### src/rtl/smg_scan_if.sv
// smg_scan_if: encoder-side inputs and pin-side outputs
// of the multiplexed 7-segment scanner.
interface smg_scan_if #(
    parameter int N_DIGITS = 6,
    parameter int SEG_W    = 8
);
    localparam int IDX_W = (N_DIGITS > 1) ? $clog2(N_DIGITS) : 1;

    logic                      en;
    logic [N_DIGITS-1:0]       digit_mask;
    logic [3:0]                brightness;
    logic [N_DIGITS*SEG_W-1:0] seg_data_in;
    logic [N_DIGITS-1:0]       scan_sig;
    logic [SEG_W-1:0]          seg_out;
    logic [IDX_W-1:0]          digit_idx;
    logic                      frame_tick;

    modport master (
        output en, digit_mask, brightness, seg_data_in,
        input  scan_sig, seg_out, digit_idx, frame_tick
    );

    modport slave (
        input  en, digit_mask, brightness, seg_data_in,
        output scan_sig, seg_out, digit_idx, frame_tick
    );
endinterface

### src/rtl/smg_scan_ctrl.sv
// smg_scan_ctrl: 7-segment digit scanner with anti-ghost blanking,
// digit skip mask, 16-step PWM brightness and a frame pulse.
module smg_scan_ctrl #(
    parameter int N_DIGITS    = 6,
    parameter int SEG_W       = 8,
    parameter int SCAN_TICKS  = 50000,
    parameter int BLANK_TICKS = 500,
    parameter int CNT_W       = 16
) (
    input  logic      CLK,
    input  logic      RST,
    smg_scan_if.slave bus
);
    localparam int IDX_W = (N_DIGITS > 1) ? $clog2(N_DIGITS) : 1;
    localparam logic [CNT_W-1:0] SC_LAST = CNT_W'(SCAN_TICKS - 1);
    localparam logic [CNT_W-1:0] SC_ON   = CNT_W'(BLANK_TICKS);
    localparam logic [IDX_W-1:0] IDX_TOP = IDX_W'(N_DIGITS - 1);

    typedef enum logic [1:0] {IDLE, BLANK, ON} state_e;

    state_e              state_q, state_d;
    logic [CNT_W-1:0]    sc_q, sc_d;
    logic [N_DIGITS-1:0] mask_q, mask_d;
    logic [IDX_W-1:0]    idx_q, idx_d;
    logic [N_DIGITS-1:0] scan_q, scan_d;
    logic [SEG_W-1:0]    seg_q, seg_d;
    logic                tick_q, tick_d;
    logic [SEG_W-1:0]    seg_arr [N_DIGITS];
    logic [3:0]          pwm_p;
    logic                lit;

    function automatic logic [IDX_W-1:0] hi_idx(
        input logic [N_DIGITS-1:0] m
    );
        logic [IDX_W-1:0] r;
        r = '0;
        for (int i = 0; i < N_DIGITS; i++)
            if (m[i]) r = IDX_W'(i);
        return r;
    endfunction

    function automatic logic [IDX_W-1:0] lo_idx(
        input logic [N_DIGITS-1:0] m
    );
        logic [IDX_W-1:0] r;
        r = '0;
        for (int i = N_DIGITS - 1; i >= 0; i--)
            if (m[i]) r = IDX_W'(i);
        return r;
    endfunction

    // Walk downward from cur with wrap; the nearest enabled digit wins.
    function automatic logic [IDX_W-1:0] nxt_idx(
        input logic [N_DIGITS-1:0] m,
        input logic [IDX_W-1:0]    cur
    );
        logic [IDX_W-1:0] r;
        int j;
        r = cur;
        for (int k = N_DIGITS - 1; k >= 1; k--) begin
            j = int'(cur) + N_DIGITS - k;
            if (j >= N_DIGITS) j -= N_DIGITS;
            if (m[j]) r = IDX_W'(j);
        end
        return r;
    endfunction

    always_comb begin
        for (int i = 0; i < N_DIGITS; i++)
            seg_arr[i] = bus.seg_data_in[i*SEG_W +: SEG_W];
    end

    always_comb begin
        state_d = state_q;
        sc_d    = sc_q;
        mask_d  = mask_q;
        idx_d   = idx_q;
        seg_d   = seg_q;
        case (state_q)
            IDLE: begin
                sc_d  = '0;
                seg_d = '1;
                if (bus.en && |bus.digit_mask) begin
                    state_d = BLANK;
                    mask_d  = bus.digit_mask;
                    idx_d   = hi_idx(bus.digit_mask);
                    seg_d   = seg_arr[idx_d];
                end
            end
            default: begin
                if (!bus.en) begin
                    state_d = IDLE;
                    sc_d    = '0;
                    seg_d   = '1;
                end else if (sc_q == SC_LAST) begin
                    // Slot start: mask and pattern are latched only here.
                    if (|bus.digit_mask) begin
                        state_d = BLANK;
                        sc_d    = '0;
                        mask_d  = bus.digit_mask;
                        idx_d   = nxt_idx(bus.digit_mask, idx_q);
                        seg_d   = seg_arr[idx_d];
                    end else begin
                        state_d = IDLE;
                        sc_d    = '0;
                        seg_d   = '1;
                    end
                end else begin
                    sc_d    = sc_q + CNT_W'(1);
                    state_d = (sc_d >= SC_ON) ? ON : BLANK;
                end
            end
        endcase

        pwm_p  = sc_d[3:0] - SC_ON[3:0];
        lit    = (bus.brightness == 4'hF) || (pwm_p < bus.brightness);
        scan_d = '1;
        if (state_d == ON && lit)
            scan_d = ~(N_DIGITS'(1) << idx_d);
        tick_d = (state_d != IDLE) && (sc_d == SC_LAST)
                 && (idx_d == lo_idx(mask_d));
    end

    always_ff @(posedge CLK or posedge RST) begin
        if (RST) begin
            state_q <= IDLE;
            sc_q    <= '0;
            mask_q  <= '0;
            idx_q   <= IDX_TOP;
            scan_q  <= '1;
            seg_q   <= '1;
            tick_q  <= 1'b0;
        end else begin
            state_q <= state_d;
            sc_q    <= sc_d;
            mask_q  <= mask_d;
            idx_q   <= idx_d;
            scan_q  <= scan_d;
            seg_q   <= seg_d;
            tick_q  <= tick_d;
        end
    end

    assign bus.scan_sig   = scan_q;
    assign bus.seg_out    = seg_q;
    assign bus.digit_idx  = idx_q;
    assign bus.frame_tick = tick_q;
endmodule
### src/flat_wrapper.sv
// flat-port wrapper written by rule: the top's interface ports become plain ports
module smg_scan_ctrl_flat 
#(
    parameter int N_DIGITS    = 6,
    parameter int SEG_W       = 8,
    parameter int SCAN_TICKS  = 50000,
    parameter int BLANK_TICKS = 500,
    parameter int CNT_W       = 16
)
  (CLK, RST, bus_en, bus_digit_mask, bus_brightness, bus_seg_data_in, bus_scan_sig, bus_seg_out, bus_digit_idx, bus_frame_tick);
  smg_scan_if #(.N_DIGITS(N_DIGITS), .SEG_W(SEG_W)) bus_i ();
  input  logic CLK;
  input  logic RST;
  input wire logic [$bits(bus_i.en)-1:0] bus_en;
  input wire logic [$bits(bus_i.digit_mask)-1:0] bus_digit_mask;
  input wire logic [$bits(bus_i.brightness)-1:0] bus_brightness;
  input wire logic [$bits(bus_i.seg_data_in)-1:0] bus_seg_data_in;
  output wire logic [$bits(bus_i.scan_sig)-1:0] bus_scan_sig;
  output wire logic [$bits(bus_i.seg_out)-1:0] bus_seg_out;
  output wire logic [$bits(bus_i.digit_idx)-1:0] bus_digit_idx;
  output wire logic [$bits(bus_i.frame_tick)-1:0] bus_frame_tick;
  assign bus_i.en = bus_en;
  assign bus_i.digit_mask = bus_digit_mask;
  assign bus_i.brightness = bus_brightness;
  assign bus_i.seg_data_in = bus_seg_data_in;
  assign bus_scan_sig = bus_i.scan_sig;
  assign bus_seg_out = bus_i.seg_out;
  assign bus_digit_idx = bus_i.digit_idx;
  assign bus_frame_tick = bus_i.frame_tick;
  smg_scan_ctrl #(.N_DIGITS(N_DIGITS), .SEG_W(SEG_W), .SCAN_TICKS(SCAN_TICKS), .BLANK_TICKS(BLANK_TICKS), .CNT_W(CNT_W)) u_core (.CLK(CLK), .RST(RST), .bus(bus_i));
endmodule
### config.mk
export PLATFORM = sky130hd
export DESIGN_NAME = smg_scan_ctrl_flat
export DESIGN_NICKNAME = d
export VERILOG_FILES = /design/src/rtl/smg_scan_if.sv /design/src/rtl/smg_scan_ctrl.sv /design/src/flat_wrapper.sv
export SDC_FILE = /design/constraint.sdc
export NUM_CORES = 1
export LEC_CHECK = 0
export CORE_MARGIN = 1.5
export CORE_UTILIZATION = 35
export CTS_CLUSTER_DIAMETER = 30
export DETAILED_ROUTE_END_ITERATION = 10
export PLACE_DENSITY = 0.63
export SYNTH_ARGS = -nofsm -noshare
export SYNTH_HDL_FRONTEND = slang
export SYNTH_SLANG_ARGS = --single-unit
### constraint.sdc
create_clock -name CLK -period 6.5 [get_ports CLK]
set_input_delay 0.975 -clock CLK [delete_from_list [all_inputs] [get_ports CLK]]
set_output_delay 0.975 -clock CLK [all_outputs]
set_load 0.01 [all_outputs]
# Yosys cells after proc, flatten, opt, wreduce, memory -nomap -nowiden
# Cells that the tools add are included.
op_classes:
  add_sub_neg: 13
  n_mul: 0
  div_mod_pow: 0
  magnitude_cmp: 14
  eq_ne: 6
  shifts: 1
  mux: 93
  n_bitwise: 3
  n_reduce_logical: 8
ops:
  columns: ["operator", "count"]
  rows:
  - ["$mux W32", 25]
  - ["$sub A32 B4 Y32 const B", 7]
  - ["$ge A32 B4 Y1 const B", 5]
  - ["$lt A32 B5 Y1 const B", 5]
  - ["$mux W3", 24]
  - ["$mux W8", 9]
  - ["$sub A32 B3 Y32 const B", 2]
  - ["$bmux W8 S3", 2]
  - ["$mux W16", 3]
  - ["$mux W6", 6]
  - ["$eq A16 B16 Y1 const B", 2]
  - ["$sub A32 B2 Y32 const B", 1]
  - ["$add A16 B1 Y16 const B", 1]
  - ["$ge A16 B9 Y1 const B", 1]
  - ["$bmux W1 S3", 5]
  - ["$mux W2", 7]
  - ["$mux W1", 12]
  - ["$ge A4 B4 Y1 const B", 2]
  - ["$not A3 Y4", 2]
  - ["$not A6 Y6", 1]
  - ["$reduce_or A6 Y1", 1]
  - ["$shl A1 B3 Y6 const A", 1]
  - ["$add A3 B3 Y4 const B", 1]
  - ["$eq A4 B4 Y1 const B", 1]
  - ["other kinds (9)", 12]
word_totals:
  ff_bits: 42
  latchBits: 0
  ramBits: 0
  romBits: 0
  inputBits: 61
  output_inout_bits: 18
  mem_count: 0

# Logic depth before layout (Yosys ltp)
depth:
  word_depth: 28
  depth_mapped: 17
  mapped_depth_nobuf: 15

# Worst setup path before layout
# No wires, ideal clock.
synth_path:
  path_kind: "reg2reg"
  startpoint: "register u_core.idx_q[1], in the netlist u_core.bus.digit_idx[1]"
  endpoint: "register u_core.seg_q[1], in the netlist u_core.bus.seg_out[1]"
  arrival_time_ps: 4002
  required_ps: 6423
  path_slack_ps: 2421
  stages_incl_launch_ff: 18
  n_path_buf: 4
  period_less_slack_ps: 4079
  path_cell_list: "dfrtp_1 > inv_1 > ha_1 > buf_6 > buf_6 > a21boi_0 > ha_1 > nor3b_1 > a211oi_4 > or4_4 > a21boi_4 > a221oi_2 > a21oi_2 > or2_0 > buf_2 > buf_6 > a2111o_1 > a31oi_1"
synth_between:
  elab_chain_len: 28
  elab_cells_between_ends: 73
  classes_between: "add/sub (11); order compare (5); mux (56); bitwise (1)"
synth_rtl:
  columns: ["item", "line_no", "source"]
  rows:
  - ["start, declared", "smg_scan_ctrl.sv:24", "logic [IDX_W-1:0] idx_q, idx_d;"]
  - ["start signal, assigned", "smg_scan_ctrl.sv:137", "idx_q <= idx_d;"]
  - ["$add A3 B3 Y4", "smg_scan_ctrl.sv:61", "j = int'(cur) + N_DIGITS - k;"]
  - ["$sub A32 B4 Y32", "smg_scan_ctrl.sv:61", null]
  - ["$sub A32 B4 Y32 or $ge A32 B4 Y1 (tied branches)", "smg_scan_ctrl.sv:62", "if (j >= N_DIGITS) j -= N_DIGITS;"]
  - ["$mux W32", "smg_scan_ctrl.sv:62", null]
  - ["$mux W32", "smg_scan_ctrl.sv:97", "if (|bus.digit_mask) begin"]
  - ["$mux W32", "smg_scan_ctrl.sv:95", "end else if (sc_q == SC_LAST) begin"]
  - ["$mux W32", "smg_scan_ctrl.sv:91", "if (!bus.en) begin"]
  - ["$mux W32", "smg_scan_ctrl.sv:79", "case (state_q)"]
  - ["(+11 left out)", null, null]
  - ["$mux W3 *", "smg_scan_ctrl.sv:79", null]
  - ["$not A3 Y4 (implied by the code) *", "smg_scan_ctrl.sv:102", "seg_d = seg_arr[idx_d];"]
  - ["$bmux W8 S3 *", "smg_scan_ctrl.sv:102", null]
  - ["$mux W8 (implied by the code) * (2 in a row)", "smg_scan_ctrl.sv:102", null]
  - ["$mux W8 *", "smg_scan_ctrl.sv:97", null]
  - ["$mux W8 *", "smg_scan_ctrl.sv:95", null]
  - ["$mux W8 *", "smg_scan_ctrl.sv:91", null]
  - ["$mux W8 *", "smg_scan_ctrl.sv:79", null]
  - ["end signal, assigned", "smg_scan_ctrl.sv:139", "seg_q <= seg_d;"]
  - ["end, declared", "smg_scan_ctrl.sv:26", "logic [SEG_W-1:0] seg_q, seg_d;"]
# Every way passes the cells marked *; elsewhere a longest branch is shown, timed or not. The select of a mux whose other input is x is not followed.
# A chain may end at the register's enable or synchronous reset.

# Worst setup path in the final report
# Ends and elaborated chain as after synthesis.

==> metrics <==
status finished clean; CP max stage delay 0.69 ns; CP max-delay cell or2_0; CTS tree yes; Post-DP HPWL 10100 um; largest family of logic cells by synthesized area compound AO/OA/AOI/OAI gates; DRC Markers 0; post-DR vias/cell 5.87; Final Hold Viols 0; Pre-antenna DRT Iters 5; Die Y 116 um; remaining antenna violation count 0; Iter 0 DRT Violations 251; Hold-fix buffers, CTS 0; vias in the first global route 4247; initial antenna violation count 0; Internal 1.08 mW; clk root buf clkbuf_16; Area Growth Syn to Fin 23.0%; sequential area share after synthesis 24.1%; critical path type register to register; cts repair resizes 0; Setup violations, final 0; unrepaired setup endpoints after global routing no; crit-path cells inv_1 > ha_1 > a21boi_0 > ha_1 > nor3b_1 > a211oi_4 > or2_2 > o41ai_1 > a221oi_2 > a21oi_2 > or2_0 > o2111ai_1 > a31oi_1; crit path capture type register; GR Overflow Total 0; Routed wire per std cell 18.0 um; Total Wirelength 13200 um; port bufs 78; Initial Util 36.4%; worst-margin pin slew 1.05 ns; PD cells 409 nW/um^2; met1 usage 25.4%; Max-Cap Viols 0; simple-gate share of the synthesized area 19.7%; Ys Warns 0; Worst EP required 6.71 ns; sw frac 51.5%; synthesized flop and latch total 42; slew margin rel. 28.4%; ys flop type dfrtp_1; Syn Nets 585; GPL Wtd Cong 0.942; Num CTS Buffers 5; antenna cells 0; Post-synth ARST share 100%; post-synthesis compound-gate area fraction 26.2%; Clock Skew 0.0114 ns; multiplexer share of the synthesized area 14.9%; Core ar. 12200 sq um; Hold Path Class register to register; Crit path top cell by count ha_1; fill cell count 1257; footprint of the multi-input gates 3120 sq um; fmax 203 MHz; GRT busiest layer met2; critical path peak fanout 15; post-synthesis adder-cell area fraction 5.35%; met3 usage 2.20%; buffers inserted by post-CTS timing repair 0; Crit path arrival time 5.13 ns; number of synthesized flops with an enable pin 0; clock tree sinks 42; Clk network pwr share 11.0%; leakage power 2.14 nW; Synth Instances 505; CTS clk-pin slew, worst paths 0.07 ns; Final Max Slew Viols 0; worst skew pair latency 0.28 ns; NetSw 1.15 mW; I/O pin count 79; xor/xnor cell area share of the yosys netlist 4.08%; final hold slack 0.507 ns; Bufs on Longest Clock Path 2; met2 GRT Util 34.9%; Mapped Avg Cell Area 8.80 sq um; Total Routing Usage GR 19.7%; setup TNS 0 ns; FP Rows 40; layout cells sized above 1 15.7%; power share of the sequential group 14.8%; NumNets Final 647; DIE WIDTH 116 um; Cell variety after synth 88; pin count of the biggest net entering global routing 43; maximum vdd drop 242 uV; # H-tree levels 2; cell area after synthesis 4440 sq um; full die area 13400 sq um; Final Critical Period 4.92 ns; Worst setup SP type register; routed vias 4323; first-pass GRT wire length 21000 um; register area 1070 sq um; Period Utilization, post-route 75.7%; Logic pwr share 74.2%
==> worst max-delay path, delay by kind of cell (launching register included) <==
| kind | cells | cell delay [ns] |
|---|---|---|
| adder cells (fa/ha/maj) | 2 | 0.97 |
| AND/OR/NAND/NOR | 3 | 1.41 |
| buffers and inverters | 1 | 0.20 |
| flip-flops | 1 | 0.60 |
| AO/OA/AOI/OAI | 7 | 1.65 |
==> cells in the mapped netlist (all sizes together), types with 3 or more instances <==
cell type | count | area share [%]
o211a | 4 | 0.90
mux2i | 14 | 3.2
a211o | 9 | 1.8
or3 | 3 | 0.53
o22ai | 9 | 1.3
clkbuf | 14 | 1.2
a22oi | 5 | 0.84
o31ai | 3 | 0.93
and3 | 9 | 1.3
nand2 | 37 | 3.2
or2 | 5 | 0.70
o211ai | 14 | 2.4
nand2b | 5 | 0.70
mux4 | 10 | 5.1
o21ai | 27 | 3.2
nor2 | 42 | 3.5
xor2 | 9 | 1.9
o2111ai | 3 | 0.59
dfstp | 16 | 9.5
nor3 | 8 | 0.90
mux2 | 26 | 6.7
a21oi | 12 | 1.4
xnor2 | 10 | 2.1
a21boi | 5 | 1.1
a31oi | 12 | 1.7
a32oi | 6 | 1.2
a211oi | 5 | 1.2
a2111oi | 3 | 0.73
nor4b | 3 | 0.59
inv | 28 | 2.4
o21a | 5 | 0.84
nor3b | 3 | 0.51
buf | 13 | 2.1
nor4 | 9 | 1.4
nand4 | 8 | 1.1
nand3 | 24 | 2.8
ha | 19 | 5.4
dfrtp | 26 | 15
o31a | 8 | 1.6
==> area by class of cell <==
| class | instances | share of cell area (%) |
|---|---|---|
| well taps | 168 | 3.85 |
| inverters | 29 | 1.99 |
| repair buffers | 82 | 14.8 |
| clock inverters | 2 | 0.252 |
| flip-flops and latches | 42 | 19.6 |
| clock buffers | 6 | 2.36 |
| multi-input cells | 407 | 57.1 |
==> metrics by stage <==
| stage | setup slack [ns] | power, mW | util [%] | instances | instance area (sq um) |
|---|---|---|---|---|---|
| finish | 1.58 | 2.24 | 44.7 | 736 | 5460 |
| global route | 1.29 | 2.40 | 44.7 | 736 | 5460 |
| CTS | 1.59 | 2.23 | 44.7 | 736 | 5460 |
| detailed placement | 1.60 | 1.97 | 43.6 | 728 | 5320 |
| global placement | 1.70 | 1.94 | 43.6 | 728 | 5320 |
| floorplan | 2.42 | 1.64 | - | 505 | 4440 |
==> power by group through the flow <==
| stage | registers [mW] | clock network (mW) | logic [mW] |
|---|---|---|---|
| 2_1_floorplan | 0.321 | 0 | 1.32 |
| 3_3_place_gp | 0.336 | 0 | 1.61 |
| 3_5_place_dp | 0.336 | 0 | 1.63 |
| 4_1_cts | 0.332 | 0.256 | 1.64 |
| 5_1_grt | 0.336 | 0.265 | 1.80 |
| 6_report | 0.331 | 0.246 | 1.66 |
==> flip-flops by register name, indices dropped and copies added, names as in the netlist <==
signal and count:
u_core.state_q 2, u_core.mask_q 6, u_core.bus.scan_sig 6, u_core.sc_q 16, u_core.bus.digit_idx 3, u_core.bus.frame_tick 1
u_core.bus.seg_out 8
==> logic make-up (layout without fill, tap and decap cells) <==
group | Yosys count | in the layout
simple gates | 168 | 168
compound gates | 151 | 151
buf+inv | 56 | 119
mux | 50 | 50
flops | 42 | 42
fa+ha+maj | 19 | 19
xor+xnor | 19 | 19
==> metal layers <==
| layer | vias to the layer above | part of all wire [%] |
|---|---|---|
| met2 | 138 | 50 |
| met4 | 0 | 1.8 |
| met3 | 22 | 5.1 |
| met5 | - | 0 |
| li1 | 2059 | - |
| met1 | 2104 | 43 |
==> cell usage in the layout (no fill, tap or decap), drive strengths merged, types with 4 or more instances in the layout <==
master         synthesis  routed
nor4                   9       9
a32oi                  6       6
o21ai                 27      27
mux2i                 14      14
xnor2                 10      10
a211oi                 5       5
o211a                  4       4
a31oi                 12      12
nor3                   8       8
clkbuf                14       6
xor2                   9       9
nand2                 37      37
a22oi                  5       5
dfstp                 16      16
dfrtp                 26      26
a21oi                 12      12
mux4                  10      10
a211o                  9       9
or2                    5       5
o22ai                  9       9
a21boi                 5       5
inv                   28      28
clkdlybuf4s50          0      78
nand4                  8       8
nand2b                 5       5
ha                    19      19
nand3                 24      24
buf                   13       4
mux2                  26      26
o31a                   8       8
o211ai                14      14
and3                   9       9
nor2                  42      42
o21a                   5       5
==> worst paths after layout <==
| path | slack [ns] | to | startpoint | depth (start not counted) |
|---|---|---|---|---|
| min in group asynchronous | 1.13 | u_core.bus.frame_tick | RST | 3 |
| max | 1.58 | u_core.bus.seg_out[1] | u_core.bus.digit_idx[1] | 13 |
| min | 0.51 | u_core.mask_q[4] | u_core.mask_q[4] | 2 |
| min reg2reg | 0.51 | u_core.mask_q[4] | u_core.mask_q[4] | 2 |
| max reg2reg | 1.58 | u_core.bus.seg_out[1] | u_core.bus.digit_idx[1] | 13 |
| max in group asynchronous | 4.98 | u_core.mask_q[5] | RST | 3 |
No activity file was read; power rests on OpenSTA's default activity.
